File: config.mk
export PLATFORM = sky130hd
export DESIGN_NAME = bsg_vanilla_idiv_iterative
export DESIGN_NICKNAME = d
export VERILOG_FILES = /design/src/rtl/bsg_vanilla_idiv_iterative_pkg.sv /design/src/rtl/bsg_vanilla_idiv_iterative.sv
export SDC_FILE = /design/constraint.sdc
export NUM_CORES = 1
export LEC_CHECK = 0
export BUFFER_PORTS_ARGS = -buffer_cell sky130_fd_sc_hd__buf_2
export CAP_MARGIN = 5
export CORE_AREA = 4 4 178 180
export CTS_BUF_LIST = sky130_fd_sc_hd__clkbuf_2
export CTS_CLUSTER_DIAMETER = 40
export DETAILED_ROUTE_END_ITERATION = 16
export DIE_AREA = 0 0 182 184
export GPL_TIMING_DRIVEN = 0
export PLACE_DENSITY_LB_ADDON = 0.12
export SYNTH_ARGS = -nofsm -noshare
export SYNTH_HDL_FRONTEND = slang
export SYNTH_SLANG_ARGS = --single-unit
File: constraint.sdc
create_clock -name clk_i -period 6.2 [get_ports clk_i]
set_input_delay 0.62 -clock clk_i [delete_from_list [all_inputs] [get_ports clk_i]]
set_output_delay 0.62 -clock clk_i [all_outputs]
set_load 0.01 [all_outputs]
File: src/rtl/bsg_vanilla_idiv_iterative_pkg.sv
// Shared vanilla-core types used by the iterative integer divider.
package bsg_vanilla_idiv_iterative_pkg;

  typedef enum logic [1:0] {
    eDIV  = 2'd0,
    eDIVU = 2'd1,
    eREM  = 2'd2,
    eREMU = 2'd3
  } idiv_op_e;

endpackage

File: src/rtl/bsg_vanilla_idiv_iterative.sv
// Iterative restoring divider: one quotient bit per cycle on operand magnitudes,
// sign fixup on the final step, result held until the consumer takes it.
//
// Handshake: a request transfers on a rising edge where v_i && ready_o; a result
// transfers on a rising edge where v_o && yumi_i. flush_i overrides both.
module bsg_vanilla_idiv_iterative
  import bsg_vanilla_idiv_iterative_pkg::*;
#(
  parameter int width_p          = 32,
  parameter int reg_addr_width_p = 5
) (
  input  logic                        clk_i,
  input  logic                        reset_n_i,
  input  logic                        v_i,
  output logic                        ready_o,
  input  idiv_op_e                    op_i,
  input  logic [width_p-1:0]          rs1_i,
  input  logic [width_p-1:0]          rs2_i,
  input  logic [reg_addr_width_p-1:0] rd_i,
  input  logic                        flush_i,
  output logic                        v_o,
  output logic [width_p-1:0]          result_o,
  output logic [reg_addr_width_p-1:0] rd_o,
  input  logic                        yumi_i
);

  localparam int cnt_w_lp = (width_p > 1) ? $clog2(width_p) : 1;
  localparam logic [cnt_w_lp-1:0] last_step_lp = cnt_w_lp'(width_p - 1);

  typedef enum logic [1:0] {eIDLE, eCALC, eDONE} state_e;

  state_e                      state_r, state_n;
  idiv_op_e                    op_r;
  logic [reg_addr_width_p-1:0] rd_r;
  logic                        neg_quo_r, neg_rem_r;
  logic [cnt_w_lp-1:0]         cnt_r;
  logic [width_p-1:0]          quo_r, rem_r, divisor_r, result_r;

  logic                        accept;
  logic                        in_signed, rs1_neg, rs2_neg;
  logic [width_p-1:0]          rs1_mag, rs2_mag;
  logic [width_p:0]            shifted, diff;
  logic                        fits;
  logic [width_p-1:0]          rem_next, quo_next, quo_fix, rem_fix;
  logic                        op_is_rem;

  assign ready_o = (state_r == eIDLE) && !flush_i;
  assign accept  = v_i && ready_o;
  assign v_o     = (state_r == eDONE);
  assign result_o = v_o ? result_r : '0;
  assign rd_o    = rd_r;

  assign in_signed = (op_i == eDIV) || (op_i == eREM);
  assign rs1_neg   = in_signed && rs1_i[width_p-1];
  assign rs2_neg   = in_signed && rs2_i[width_p-1];
  assign rs1_mag   = rs1_neg ? -rs1_i : rs1_i;
  assign rs2_mag   = rs2_neg ? -rs2_i : rs2_i;

  // Partial remainder is one bit wider than the divisor after the shift.
  assign shifted  = {rem_r, quo_r[width_p-1]};
  assign diff     = shifted - {1'b0, divisor_r};
  assign fits     = !diff[width_p];
  assign rem_next = fits ? diff[width_p-1:0] : shifted[width_p-1:0];
  assign quo_next = {quo_r[width_p-2:0], fits};

  assign quo_fix   = neg_quo_r ? -quo_next : quo_next;
  assign rem_fix   = neg_rem_r ? -rem_next : rem_next;
  assign op_is_rem = (op_r == eREM) || (op_r == eREMU);

  always_ff @(posedge clk_i or negedge reset_n_i) begin
    if (!reset_n_i) state_r <= eIDLE;
    else            state_r <= state_n;
  end

  always_comb begin
    state_n = state_r;
    if (flush_i) begin
      state_n = eIDLE;
    end else begin
      case (state_r)
        eIDLE: if (v_i) state_n = (rs2_i == '0) ? eDONE : eCALC;
        eCALC: if (cnt_r == last_step_lp) state_n = eDONE;
        eDONE: if (yumi_i) state_n = eIDLE;
        default: state_n = eIDLE;
      endcase
    end
  end

  always_ff @(posedge clk_i or negedge reset_n_i) begin
    if (!reset_n_i) begin
      op_r      <= eDIV;
      rd_r      <= '0;
      neg_quo_r <= 1'b0;
      neg_rem_r <= 1'b0;
      cnt_r     <= '0;
      quo_r     <= '0;
      rem_r     <= '0;
      divisor_r <= '0;
      result_r  <= '0;
    end else if (accept) begin
      op_r      <= op_i;
      rd_r      <= rd_i;
      neg_quo_r <= rs1_neg ^ rs2_neg;
      neg_rem_r <= rs1_neg;
      cnt_r     <= '0;
      quo_r     <= rs1_mag;
      rem_r     <= '0;
      divisor_r <= rs2_mag;
      // Divide-by-zero result is settled here; the CALC path never runs.
      result_r  <= ((op_i == eDIV) || (op_i == eDIVU)) ? '1 : rs1_i;
    end else if (state_r == eCALC) begin
      quo_r <= quo_next;
      rem_r <= rem_next;
      cnt_r <= cnt_r + cnt_w_lp'(1);
      if (cnt_r == last_step_lp) result_r <= op_is_rem ? rem_fix : quo_fix;
    end
  end

endmodule

==> impl_metrics.env, run 1 <==
export IMPL_status="finished clean"
export IMPL_post_place_ws_ns=-0.409
export IMPL_cts_root_buf="clkbuf_2"
export IMPL_endpoint="result_r[28]"
export IMPL_synth_top_area_cell="dfrtp_1"
export IMPL_io_pins=115
export IMPL_cp_slowest_cell="dfrtp_1"
export IMPL_die_w_um=182
export IMPL_antenna_found_initial=1
export IMPL_row_count=64
export IMPL_final_common_cell="o21ai_0"
export IMPL_dr_pass1_iters=5
export IMPL_drt_iter0_drc=991
export IMPL_cts_made_buffers=17
export IMPL_fin_skew_ns=0.0676
export IMPL_initial_core_util_pct=39.5
export IMPL_worstMarginPinSlew_ns=0.999
export IMPL_io_buffers=114
export IMPL_cp_arrival_ns=6.58
export IMPL_max_clock_path_buffers=2
export IMPL_final_core_util_pct=44.2
export IMPL_drive_gt1_share_pct=13.7
export IMPL_syn_inst=1485
export IMPL_cts_tree="done"
export IMPL_synth_edf_count=0
export IMPL_slew_viol_final=0
export IMPL_syn_to_final_growth_pct=12.0
export IMPL_max_stage_delay_ns=0.48
export IMPL_hold_class="in2reg"
export IMPL_wl_per_cell_um=20.9
export IMPL_track_usage_pct=24.7
export IMPL_r2r_cells=22
export IMPL_seqCellArea_um2=3580
export IMPL_core_region_area_um2=30200
export IMPL_path_buf_inv=4
export IMPL_relSlewSlack_pct=33.3
export IMPL_crit_path_start="quo_r[31]"
export IMPL_setup_viol=0
export IMPL_nets=1742
export IMPL_start_kind="flop"
export IMPL_synth_area_leaders="dfrtp_1 (30%), o21ai_0 (6.3%), xnor2_1 (6.0%), nand2_1 (4.4%), xor2_1 (4.3%)"
export IMPL_htreeDepth=4
export IMPL_syn_avg_cell_area_um2=8.02
export IMPL_yosysUniqueCellTypes=101
export IMPL_final_setup_worst_slack_ns=0.301
export IMPL_crit_family="simple AND/OR/NAND/NOR gates"
export IMPL_cp_depth=22
export IMPL_hold_viol=0
export IMPL_detailed_place_area_um2=13000
export IMPL_synth_top_area_share_pct=30.0
export IMPL_ys_flop_type="dfrtp_1"
export IMPL_path_cells="inv_1, ha_1, fa_1, nor2b_2, o31a_2, o21ai_2, a2111oi_4, o21a_4, nor2_4, inv_2, buf_4, clkbuf_4, ha_1, nand3b_1, or2_2, or3_1, or2_2, o31ai_1, xor2_1, o21ai_0, o21ai_0, o221ai_1"
export IMPL_seq_area_frac_synth_pct=30.0
export IMPL_place_hpwl_mm=33.3
export IMPL_p_leak_nw=5.59
export IMPL_yosysWarnings=0
export IMPL_grt_pass1_wl_mm=65.1
export IMPL_drcViolationCount=0
export IMPL_power_density_nw_per_um2=447
export IMPL_r2r_start="quo_r[31]"
export IMPL_rsz0062_at_grt="yes"
export IMPL_die_height_um=184
export IMPL_cp_data_required_time_ns=6.89
export IMPL_clock_sinks=143
export IMPL_first_global_vias=11233
export IMPL_ant_nets=0
export IMPL_overflow=0
export IMPL_path_clk_slew_ns=0.27
export IMPL_gp_congestion=0.880
export IMPL_max_cap_violations=0
export IMPL_netlist_area_um2=11900
export IMPL_timing_final_crit_period_ns=5.90
export IMPL_vias=11887
export IMPL_vias_per_cell=5.84
export IMPL_synthArstFlopShare_pct=100
export IMPL_stdcell_area_um2=13300
export IMPL_synth_seq_cells=143
export IMPL_multi_input_area_um2=7750
export IMPL_finalCritPeriodShare_pct=95.1
export IMPL_clock_latency_ns=0.79
export IMPL_reg2reg_slack_ns=0.30
export IMPL_die_area_um2=33500
export IMPL_rr_endpoint="result_r[28]"
export IMPL_endpoint_kind="flop"
export IMPL_final_cell_mix="o21ai_0 (149), dfrtp_1 (143), nand2_1 (140)"
export IMPL_routed_wl_mm=42.5
export IMPL_nFillCells=3157
export IMPL_grt_max_degree=79
export IMPL_max_freq_ghz=0.170
export IMPL_crit_fanout=19
export IMPL_critPathKind="reg2reg"
export IMPL_synth_fp_nets=1600
export IMPL_ir_drop_mv=0.200
==> synthesized netlist by cell type (38+ instances only) <==
| library cell | instances |
|---|---|
| xnor2_1 | 81 |
| inv_1 | 57 |
| clkbuf_1 | 65 |
| nand3_1 | 47 |
| nand2_1 | 140 |
| dfrtp_1 | 143 |
| ha_1 | 38 |
| xor2_1 | 58 |
| a21oi_1 | 99 |
| nor2_1 | 94 |
| and2_1 | 39 |
| o21ai_0 | 149 |
==> tightest hold or removal path, stage by stage <==
cell,delay (ns)
buf_2,0.07
inv_1,0.03
a21oi_1,0.11
nor2_1,0.05
==> report_power, final <==
group / internal, W / leakage (nW) / switching (W)
Clock: 0.000182 / 0.136 / 0.000389
Sequential: 0.00117 / 1.75 / 0.000305
Combinational: 0.00146 / 3.70 / 0.00245
Total: 0.00281 / 5.59 / 0.00315
==> timing repair <==
action                                  4_1_cts  5_1_grt
gates resized for setup                       2        3
setup buffers                                 0        2
pin swaps                                     0        2
endpoints found under the setup margin       10        6
endpoints found under the hold margin        84        0
hold buffers                                  7        0
==> cell families (layout without fill, tap and decap cells) <==
family                   count (synthesis)  count (layout)  synth area share [%]
AO/OA/AOI/OAI                          500             500                  27.7
AND/OR/NAND/NOR                        487             487                  20.5
adder cells (fa/ha/maj)                 39              39                  4.16
buffers and inverters                  150             304                  5.05
XOR/XNOR                               139             139                  10.2
multiplexers                            27              27                  2.31
flip-flops                             143             143                  30.0
other                                    0               1                     0
==> flip-flops by register name, summed over array words and instances, names as in the netlist <==
name       flops
divisor_r     32
quo_r         32
rem_r         32
result_r      32
cnt_r          5
rd_o           5
state_r        2
neg_quo_r      1
neg_rem_r      1
op_r           1
==> metrics by stage <==
stage                     cells  total power [W]  TNS, ns  hold WS (ns)
after global routing       2036          0.00641        0        0.0998
after global placement     1995          0.00525    -1.19         0.456
after floorplan            1485          0.00420        0         0.324
after CTS                  2033          0.00588        0        0.0309
after detailed placement   1996          0.00529    -1.17         0.459
final                      2036          0.00596        0        0.0822
==> worst min-delay path by stage <==
stage	startpoint	to	slack (ns)	depth (start not counted)
2_1_floorplan	reset_n_i	cnt_r[0]	0.32	0
3_3_place_gp	rd_o[0]	rd_o[0]	0.46	2
3_5_place_dp	rd_o[2]	rd_o[2]	0.46	2
4_1_cts	yumi_i	state_r[1]	0.03	4
5_1_grt	rs2_i[29]	divisor_r[29]	0.1	3
6_report	yumi_i	state_r[1]	0.08	4
==> layer usage <==
metal | up-vias | part of all wire (%) | global-route usage, %
li1 | 5699 | - | -
met1 | 5711 | 45 | 34.1
met2 | 427 | 47 | 41.3
met3 | 50 | 5.7 | 3.34
met4 | 0 | 1.9 | 5.85
met5 | - | 0 | 0
==> cell type report <==
cell class / count / share of cell area (%)
Sequential cell: 143 / 26.8
Timing Repair Buffer: 124 / 5.17
Inverter: 60 / 1.69
Tap cell: 396 / 3.71
Multi-Input combinational cell: 1192 / 58.1
Clock inverter: 14 / 1.06
Buffer: 89 / 2.83
Clock buffer: 17 / 0.638
Antenna cell: 1 / 0.0188
Note: power is estimated with default switching activity, not from simulation.
==> run 2, diff against run 1 <==
- CAP_MARGIN: 5 -> default
- RECOVER_POWER: default -> 100
==> impl_metrics.env, run 2 (synthesis gave the netlist of run 1 again) <==
export IMPL_final_cell_mix="o21ai_0 (149), dfrtp_1 (143), nand2_1 (140)"
export IMPL_vias_per_cell=5.84
export IMPL_routed_wl_mm=42.4
export IMPL_grt_max_degree=79
export IMPL_status="complete, but fails checks"
export IMPL_hold_depth=4
export IMPL_rsz0062_at_grt="yes"
export IMPL_cts_tree="done"
export IMPL_max_freq_ghz=0.170
export IMPL_final_common_cell="o21ai_0"
export IMPL_max_cap_violations=1
export IMPL_vias=11888
export IMPL_drive_gt1_share_pct=12.4
export IMPL_start_kind="flop"
export IMPL_wl_per_cell_um=20.8
export IMPL_htreeDepth=4
export IMPL_io_pins=115
export IMPL_gp_congestion=0.880
export IMPL_finalCritPeriodShare_pct=94.9
export IMPL_io_buffers=114
export IMPL_cp_arrival_ns=6.57
export IMPL_dr_pass1_iters=5
export IMPL_path_clk_slew_ns=0.28
export IMPL_dp_cells=1996
export IMPL_fin_skew_ns=0.0745
export IMPL_cp_slowest_cell="dfrtp_1"
export IMPL_final_core_util_pct=44.1
export IMPL_ir_drop_mv=0.198
export IMPL_crit_fanout=19
export IMPL_rr_endpoint="result_r[28]"
export IMPL_syn_to_final_growth_pct=11.7
export IMPL_track_usage_pct=24.7
export IMPL_cts_made_buffers=17
export IMPL_power_density_nw_per_um2=447
export IMPL_r2r_start="quo_r[31]"
export IMPL_p_leak_nw=5.48
export IMPL_cts_root_buf="clkbuf_2"
export IMPL_overflow=0
export IMPL_clock_sinks=143
export IMPL_setup_viol=0
export IMPL_slew_viol_final=78
export IMPL_grt_pass1_wl_mm=65.1
export IMPL_max_clock_path_buffers=2
export IMPL_die_w_um=182
export IMPL_endpoint_kind="flop"
export IMPL_stdcell_count=2036
export IMPL_drt_iter0_drc=1039
export IMPL_row_count=64
export IMPL_r2r_cells=22
export IMPL_relSlewSlack_pct=-201
export IMPL_hold_class="in2reg"
export IMPL_first_global_vias=11233
export IMPL_die_height_um=184
export IMPL_core_region_area_um2=30200
export IMPL_max_stage_delay_ns=0.48
export IMPL_place_hpwl_mm=33.3
export IMPL_post_place_ws_ns=-0.409
export IMPL_initial_core_util_pct=39.5
export IMPL_violations="max-capacitance violations, max-slew violations"
export IMPL_holdPathEnd="state_r[1]"
export IMPL_worstMarginPinSlew_ns=4.51
export IMPL_hp_start="yumi_i"
export IMPL_final_setup_worst_slack_ns=0.316
export IMPL_ant_nets=0
export IMPL_critPathKind="reg2reg"
export IMPL_die_area_um2=33500
export IMPL_antenna_found_initial=1
export IMPL_clock_latency_ns=0.79
export IMPL_drcViolationCount=0
export IMPL_cp_data_required_time_ns=6.89
export IMPL_reg2reg_slack_ns=0.32
export IMPL_path_cells="inv_1, ha_1, fa_1, nor2b_2, o31a_2, o21ai_2, a2111oi_4, o21a_4, nor2_4, inv_2, buf_4, clkbuf_4, ha_1, nand3b_1, or2_2, or3_1, or2_2, o31ai_1, xor2_1, o21ai_0, o21ai_0, o221ai_1"
export IMPL_hold_viol=0
export IMPL_nets=1742
export IMPL_timing_final_crit_period_ns=5.88
## run 2: worst max-delay path by stage
stage,start,slack (ns),depth (start not counted),end
after floorplan,quo_r[31],1.04,23,result_r[28]
after global placement,quo_r[31],-0.40,23,result_r[28]
after CTS,quo_r[31],0.12,22,result_r[28]
after global routing,quo_r[31],0.0003,22,result_r[30]
after detailed placement,quo_r[31],-0.41,23,result_r[28]
final,quo_r[31],0.32,22,result_r[28]
## run 2: worst max-delay path: cells and delay by family (launching register included)
| kind | cells | cell delay (ns) |
|---|---|---|
| buffers and inverters | 4 | 0.87 |
| xor gates and xnor gates | 1 | 0.22 |
| DFF | 1 | 0.48 |
| AOI/OAI and AO/OA | 8 | 1.62 |
| and+or+nand+nor | 6 | 1.66 |
| adders and majority gates | 3 | 0.92 |
## run 2: layout make-up
class | instances | area, um2
diodes | 1 | 2.50
plain buffers | 89 | 378
clock buffers | 17 | 85.1
clock inverters | 14 | 141
fillers | 3166 | 16900
inverters | 60 | 225
multi-input cells | 1192 | 7750
flip-flops and latches | 143 | 3580
well taps | 396 | 495
repair buffers | 124 | 657
## run 2: power breakdown
part / total [W] / switching (W) / internal [W]
Combinational: 0.00391 / 0.00245 / 0.00146
Clock: 0.000570 / 0.000388 / 0.000182
Sequential: 0.00147 / 0.000305 / 0.00117
Total: 0.00595 / 0.00314 / 0.00281
## run 2: through the flow
| stage | instance area [um2] | power, W | TNS (ns) | hold WS [ns] |
|---|---|---|---|---|
| after floorplan | 11900 | 0.00420 | 0 | 0.324 |
| after global placement | 13000 | 0.00525 | -1.19 | 0.456 |
| after detailed placement | 13000 | 0.00529 | -1.17 | 0.459 |
| after CTS | 13300 | 0.00588 | 0 | 0.0309 |
| after global routing | 13300 | 0.00641 | 0 | 0.0998 |
| final | 13300 | 0.00595 | 0 | 0.0779 |
## run 2: repair_timing
action,4_1_cts,5_1_grt
endpoints found under the setup margin,10,6
hold endpoints to repair,84,0
hold buffers,7,0
resized for setup,2,3
pin swaps,0,2
setup buffers,0,2
## run 2: per-layer routing
metal | share of wire [%] | up-vias | global-route usage, %
met2 | 47 | 442 | 41.3
met4 | 1.9 | 0 | 5.85
met5 | 0 | - | 0
li1 | - | 5711 | -
met1 | 45 | 5687 | 34.1
met3 | 6.4 | 48 | 3.34
